==> src/rtl/rv_addr_line_en_target_regs.sv <==
// Responder end of the rv_addr_line_en register protocol: one request at a time,
// optional wait states, then a single-cycle access to a small register file.
module rv_addr_line_en_target_regs #(
    parameter int                   ADR_WIDTH   = 4,
    parameter int                   DAT_WIDTH   = 32,
    parameter int                   N_REGS      = 8,
    parameter int                   WAIT_STATES = 0,
    parameter logic [DAT_WIDTH-1:0] RESET_VAL   = '0
) (
    input  logic                          clock,
    input  logic                          reset,
    input  logic [ADR_WIDTH-1:0]          rt_adr,
    input  logic [DAT_WIDTH-1:0]          rt_dat_w,
    input  logic                          rt_we,
    input  logic                          rt_valid,
    output logic                          rt_ready,
    output logic [DAT_WIDTH-1:0]          rt_dat_r,
    output logic                          rt_err,
    output logic                          rt_rsp_valid,
    input  logic                          rt_rsp_ready,
    output logic [N_REGS*DAT_WIDTH-1:0]   regs_o,
    output logic [N_REGS-1:0]             wr_stb_o
);

    typedef enum logic [1:0] {
        ST_IDLE,
        ST_WAIT,
        ST_ACCESS,
        ST_RESP
    } state_t;

    // Counter is loaded with WAIT_STATES-1 so that WAIT lasts exactly WAIT_STATES cycles.
    localparam logic [7:0]         WAIT_INIT = (WAIT_STATES > 0) ? 8'(WAIT_STATES - 1) : 8'd0;
    localparam logic [ADR_WIDTH:0] N_REGS_L  = (ADR_WIDTH + 1)'(N_REGS);

    state_t                 state_reg, state_next;
    logic [7:0]             cnt_reg, cnt_next;
    logic                   rt_ready_reg, rt_ready_next;
    logic                   rsp_valid_reg, rsp_valid_next;
    logic [DAT_WIDTH-1:0]   dat_r_reg, dat_r_next;
    logic                   err_reg, err_next;
    logic [ADR_WIDTH-1:0]   adr_reg, adr_next;
    logic [DAT_WIDTH-1:0]   dat_w_reg, dat_w_next;
    logic                   we_reg, we_next;

    logic [DAT_WIDTH-1:0]   regs_reg [N_REGS];
    logic [N_REGS-1:0]      wr_stb;
    logic [DAT_WIDTH-1:0]   rd_data;
    logic                   mapped;

    assign mapped = ({1'b0, adr_reg} < N_REGS_L);

    always_comb begin
        rd_data = '0;
        for (int k = 0; k < N_REGS; k++) begin
            if (adr_reg == ADR_WIDTH'(k)) begin
                rd_data = regs_reg[k];
            end
        end
    end

    always_comb begin
        state_next     = state_reg;
        cnt_next       = cnt_reg;
        rt_ready_next  = rt_ready_reg;
        rsp_valid_next = rsp_valid_reg;
        dat_r_next     = dat_r_reg;
        err_next       = err_reg;
        adr_next       = adr_reg;
        dat_w_next     = dat_w_reg;
        we_next        = we_reg;
        case (state_reg)
            ST_IDLE: begin
                rt_ready_next = 1'b1;
                if (rt_valid && rt_ready_reg) begin
                    adr_next      = rt_adr;
                    dat_w_next    = rt_dat_w;
                    we_next       = rt_we;
                    rt_ready_next = 1'b0;
                    if (WAIT_STATES > 0) begin
                        state_next = ST_WAIT;
                        cnt_next   = WAIT_INIT;
                    end else begin
                        state_next = ST_ACCESS;
                    end
                end
            end
            ST_WAIT: begin
                if (cnt_reg == 8'd0) begin
                    state_next = ST_ACCESS;
                end else begin
                    cnt_next = cnt_reg - 8'd1;
                end
            end
            ST_ACCESS: begin
                state_next     = ST_RESP;
                rsp_valid_next = 1'b1;
                err_next       = !mapped;
                dat_r_next     = (mapped && !we_reg) ? rd_data : '0;
            end
            ST_RESP: begin
                if (rt_rsp_ready) begin
                    rsp_valid_next = 1'b0;
                    err_next       = 1'b0;
                    rt_ready_next  = 1'b1;
                    state_next     = ST_IDLE;
                end
            end
            default: begin
                state_next = ST_IDLE;
            end
        endcase
    end

    always_ff @(posedge clock or negedge reset) begin
        if (!reset) begin
            state_reg     <= ST_IDLE;
            cnt_reg       <= 8'd0;
            rt_ready_reg  <= 1'b0;
            rsp_valid_reg <= 1'b0;
            dat_r_reg     <= '0;
            err_reg       <= 1'b0;
            adr_reg       <= '0;
            dat_w_reg     <= '0;
            we_reg        <= 1'b0;
        end else begin
            state_reg     <= state_next;
            cnt_reg       <= cnt_next;
            rt_ready_reg  <= rt_ready_next;
            rsp_valid_reg <= rsp_valid_next;
            dat_r_reg     <= dat_r_next;
            err_reg       <= err_next;
            adr_reg       <= adr_next;
            dat_w_reg     <= dat_w_next;
            we_reg        <= we_next;
        end
    end

    // Unmapped addresses never match any gi, so no strobe or write can occur for them.
    genvar gi;
    generate
        for (gi = 0; gi < N_REGS; gi++) begin : g_reg
            assign wr_stb[gi] = (state_reg == ST_ACCESS) && we_reg && (adr_reg == ADR_WIDTH'(gi));

            always_ff @(posedge clock or negedge reset) begin
                if (!reset) begin
                    regs_reg[gi] <= RESET_VAL;
                end else if (wr_stb[gi]) begin
                    regs_reg[gi] <= dat_w_reg;
                end
            end

            assign regs_o[DAT_WIDTH*gi +: DAT_WIDTH] = regs_reg[gi];
        end
    endgenerate

    assign wr_stb_o     = wr_stb;
    assign rt_ready     = rt_ready_reg;
    assign rt_rsp_valid = rsp_valid_reg;
    assign rt_dat_r     = dat_r_reg;
    assign rt_err       = err_reg;

endmodule

==> config.mk <==
export PLATFORM = sky130hd
export DESIGN_NAME = rv_addr_line_en_target_regs
export DESIGN_NICKNAME = d
export VERILOG_FILES = /design/src/rtl/rv_addr_line_en_target_regs.sv
export SDC_FILE = /design/constraint.sdc
export NUM_CORES = 1
export LEC_CHECK = 0
export CORE_MARGIN = 3
export CORE_UTILIZATION = 51
export DETAILED_ROUTE_END_ITERATION = 8
export HOLD_SLACK_MARGIN = 0.08
export PLACE_DENSITY_LB_ADDON = 0.12
export RECOVER_POWER = 25
export SYNTH_ARGS = -nofsm -noshare
export SYNTH_HDL_FRONTEND = slang
export SYNTH_SLANG_ARGS = --single-unit
==> constraint.sdc <==
create_clock -name clock -period 2.22 [get_ports clock]
set_input_delay 0.222 -clock clock [delete_from_list [all_inputs] [get_ports clock]]
set_output_delay 0.222 -clock clock [all_outputs]
set_load 0.03 [all_outputs]
==> impl_metrics.py <==
metrics = {
    "sta": {
        "worstMarginPinSlew_ns": 1.22,
        "hold_viol": 0,
        "max_freq_ghz": 0.452,
        "finClkSkew_ns": 0.0129,
        "finalWorstSetupSlack_ns": 0.00738,
        "setup-violations-final": 0,
        "relSlewSlack": 0.187,
        "period_share": 0.997,
        "grt_setup_unrepaired": "yes",
        "min_period_ns": 2.21,
        "drv_slew": 0,
        "finalSetupTns_ns": 0,
    },
    "finish": {
        "drive_gt1_frac": 0.345,
        "final_nets": 1557,
        "syn_to_final_growth_pct": 38.1,
        "antennaDiodeCount": 0,
        "largest_register_ffs": 256,
    },
    "yosys": {
        "synth_cells": 1132,
        "synth_nets": 1175,
        "netlist_area_um2": 15000,
        "ys_seq_area_frac": 0.564,
        "synth_seq_cells": 338,
        "synth-async-reset-ratio": 1.00,
        "synth_edf_count": 0,
        "synth_warnings": 0,
        "synthFlopType": "dfrtp_1",
        "ys_types": 54,
        "syn_area_per_cell_um2": 13.2,
    },
    "placement": {
        "dp_hpwl_mm": 32.0,
        "routabilityCongestion": 0.847,
        "port_buffers": 339,
        "dpl_worst_slack_ns": 0.0820,
    },
    "min_path": {
        "hp-class": "input pin to async pin",
    },
    "die": {
        "initial_utilization": 0.520,
        "fp.dieW_um": 177,
        "die_area_um2": 31500,
        "fp.dieH_um": 177,
        "rows": 62,
        "core_um2": 28900,
        "pin_count": 340,
    },
    "clock_network": {
        "cts_root_buffer": "clkbuf_16",
        "cts_tree": "done",
        "path_clk_slew_ns": 0.06,
        "clockBufferDepth": 3,
        "insertion_delay_ns": 0.53,
        "cts_buffers": 37,
        "clkSinkCount": 338,
        "h-tree-depth": 2,
    },
    "drt": {
        "vias_per_cell": 6.00,
        "drc": 0,
        "wl_per_cell_um": 26.4,
        "drt.antenna.violating_nets": 0,
        "drt_iter0_drc": 909,
        "vias": 11500,
        "first_pass_iters": 6,
        "wirelength_mm": 50.6,
    },
    "setup_path": {
        "cp.required_ns": 2.00,
        "path_delay_family": "simple AND/OR/NAND/NOR gates",
        "crit_type": "register to output port",
        "cp_num_buf_inv": 3,
        "cpMostUsedCell": "buf_6",
        "critPathSlowestCell": "dfrtp_1",
        "critical_path.max_stage_delay_ns": 0.39,
        "crit_arrival_ns": 1.99,
        "r2r_slack_ns": 0.12,
        "cp_max_fo": 12,
        "path_cells": "buf_6 > nand2b_2 > or2_4 > nor3_4 > buf_6 > buf_6",
        "start_kind": "register",
        "cp-end-kind": "output port",
    },
    "global_routing": {
        "grt_pass1_vias": 11800,
        "grt_pass1_wl_mm": 74.6,
        "antenna_found_initial": 0,
        "overflow": 0,
        "grt_use_total": 0.316,
        "grt_max_degree": 70,
    },
    "pwr": {
        "power_w": 0.0344,
        "power_leakage_nw": 9.24,
        "vdd_drop_max_uv": 887,
        "power.density_nw_per_um2": 1660,
    },
    "job": {
        "drv_cap": 0,
    },
    "outcome": {
        "status": "finished, final reports clean",
    },
}
## final timing paths
kind / start / cells past startpoint / to
min: reset / 2 / regs_o[9]$_DFFE_PN0P_
min in group clock: rt_dat_w[22] / 2 / dat_w_reg[22]$_DFFE_PN0P_
max in group asynchronous: reset / 3 / dat_w_reg[29]$_DFFE_PN0P_
max reg2reg: adr_reg[3]$_DFFE_PN0P_ / 7 / regs_o[192]$_DFFE_PN0P_
max: adr_reg[3]$_DFFE_PN0P_ / 6 / wr_stb_o[4]
min reg2reg: cnt_reg[7]$_DFFE_PN0P_ / 1 / cnt_reg[7]$_DFFE_PN0P_
## layout by cell type, fill, tap and decap left out, drive strengths merged, types with 3 or more instances in the layout
master	instances
nand3	10
nand3b	4
o21a	21
a221oi	9
o21ai	70
buf	83
mux2	329
a222oi	19
nor2	22
o211ai	3
nand2	38
bufbuf	4
clkbuf	61
or3b	20
o221ai	11
clkinv	6
nor3	6
o22ai	16
clkdlybuf4s50	330
xnor2	7
mux2i	9
a21oi	51
or2	20
dfrtp	338
a22o	8
nand2b	8
inv	8
## cell families (layout without fill, tap and decap cells)
logic type	after synthesis	after routing	synth area share
compound gates	216	216	0.0927
simple gates	139	139	0.0548
mux	338	338	0.253
flops	338	338	0.564
xor+xnor	7	7	0.00409
buf+inv	92	497	0.0295
fa+ha+maj	2	2	0.00167
## per-layer routing
metal	track usage	wire, um	vias to the layer above
met4	0.0998	1570	0
met5	0	0	-
met2	0.493	23500	583
met1	0.428	20500	5903
li1	-	-	4915
met3	0.0939	5060	116
## repair_timing
action | CTS | global route
resized for setup | 13 | 4
pin swaps | 3 | 6
setup endpoints to repair | 8 | 8
cloned | 4 | 1
endpoints found under the hold margin | 61 | 0
setup buffers | 14 | 7
hold buffers | 1 | 0
## where the power goes
part / switching, W / internal, W
Sequential: 0.00257 / 0.00859
Clock: 0.00244 / 0.00378
Combinational: 0.00941 / 0.00761
Total: 0.0144 / 0.0200
## stage by stage
step	hold WS, ns	std cells	utilization	area (um^2)
floorplan	-0.0736	1132	-	15000
global placement	0.245	1832	0.663	19100
detailed placement	0.241	1832	0.663	19100
CTS	0.299	1913	0.716	20700
global route	0.302	1921	0.717	20700
finish	0.267	1921	0.717	20700
## Yosys cell counts (all sizes together) (2+ instances only)
cell    number  area, um^2
clkbuf      32         120
a21oi       51         255
o22ai       16         100
dfrtp      338        8460
mux2i        9        90.1
nor3         6        51.3
o21a        21         158
or2         20         125
xnor2        7        61.3
nor2        22        95.1
nand3b       4        42.5
nand2       38         143
a222oi      19         190
nand2b       8        50.1
o21ai       70         350
nor4         2        12.5
ha           2        25.0
inv          8        30.0
nor3b        2        20.0
o211ai       3        22.5
o221ai      11        96.3
mux2       329        3700
a221oi       9        78.8
a22o         8        70.1
buf         51         289
nand3       10        50.1
or3b        20         175
## layout make-up
type                            count  area (um^2)
Sequential cell                   338         8470
Fill cell                        2081         8160
Multi-Input combinational cell    702         6170
Timing Repair Buffer              426         4310
Clock buffer                       53         1140
Tap cell                          384          480
Clock inverter                      9          101
Inverter                            9         37.5
Note: power is estimated with default switching activity, not from simulation.
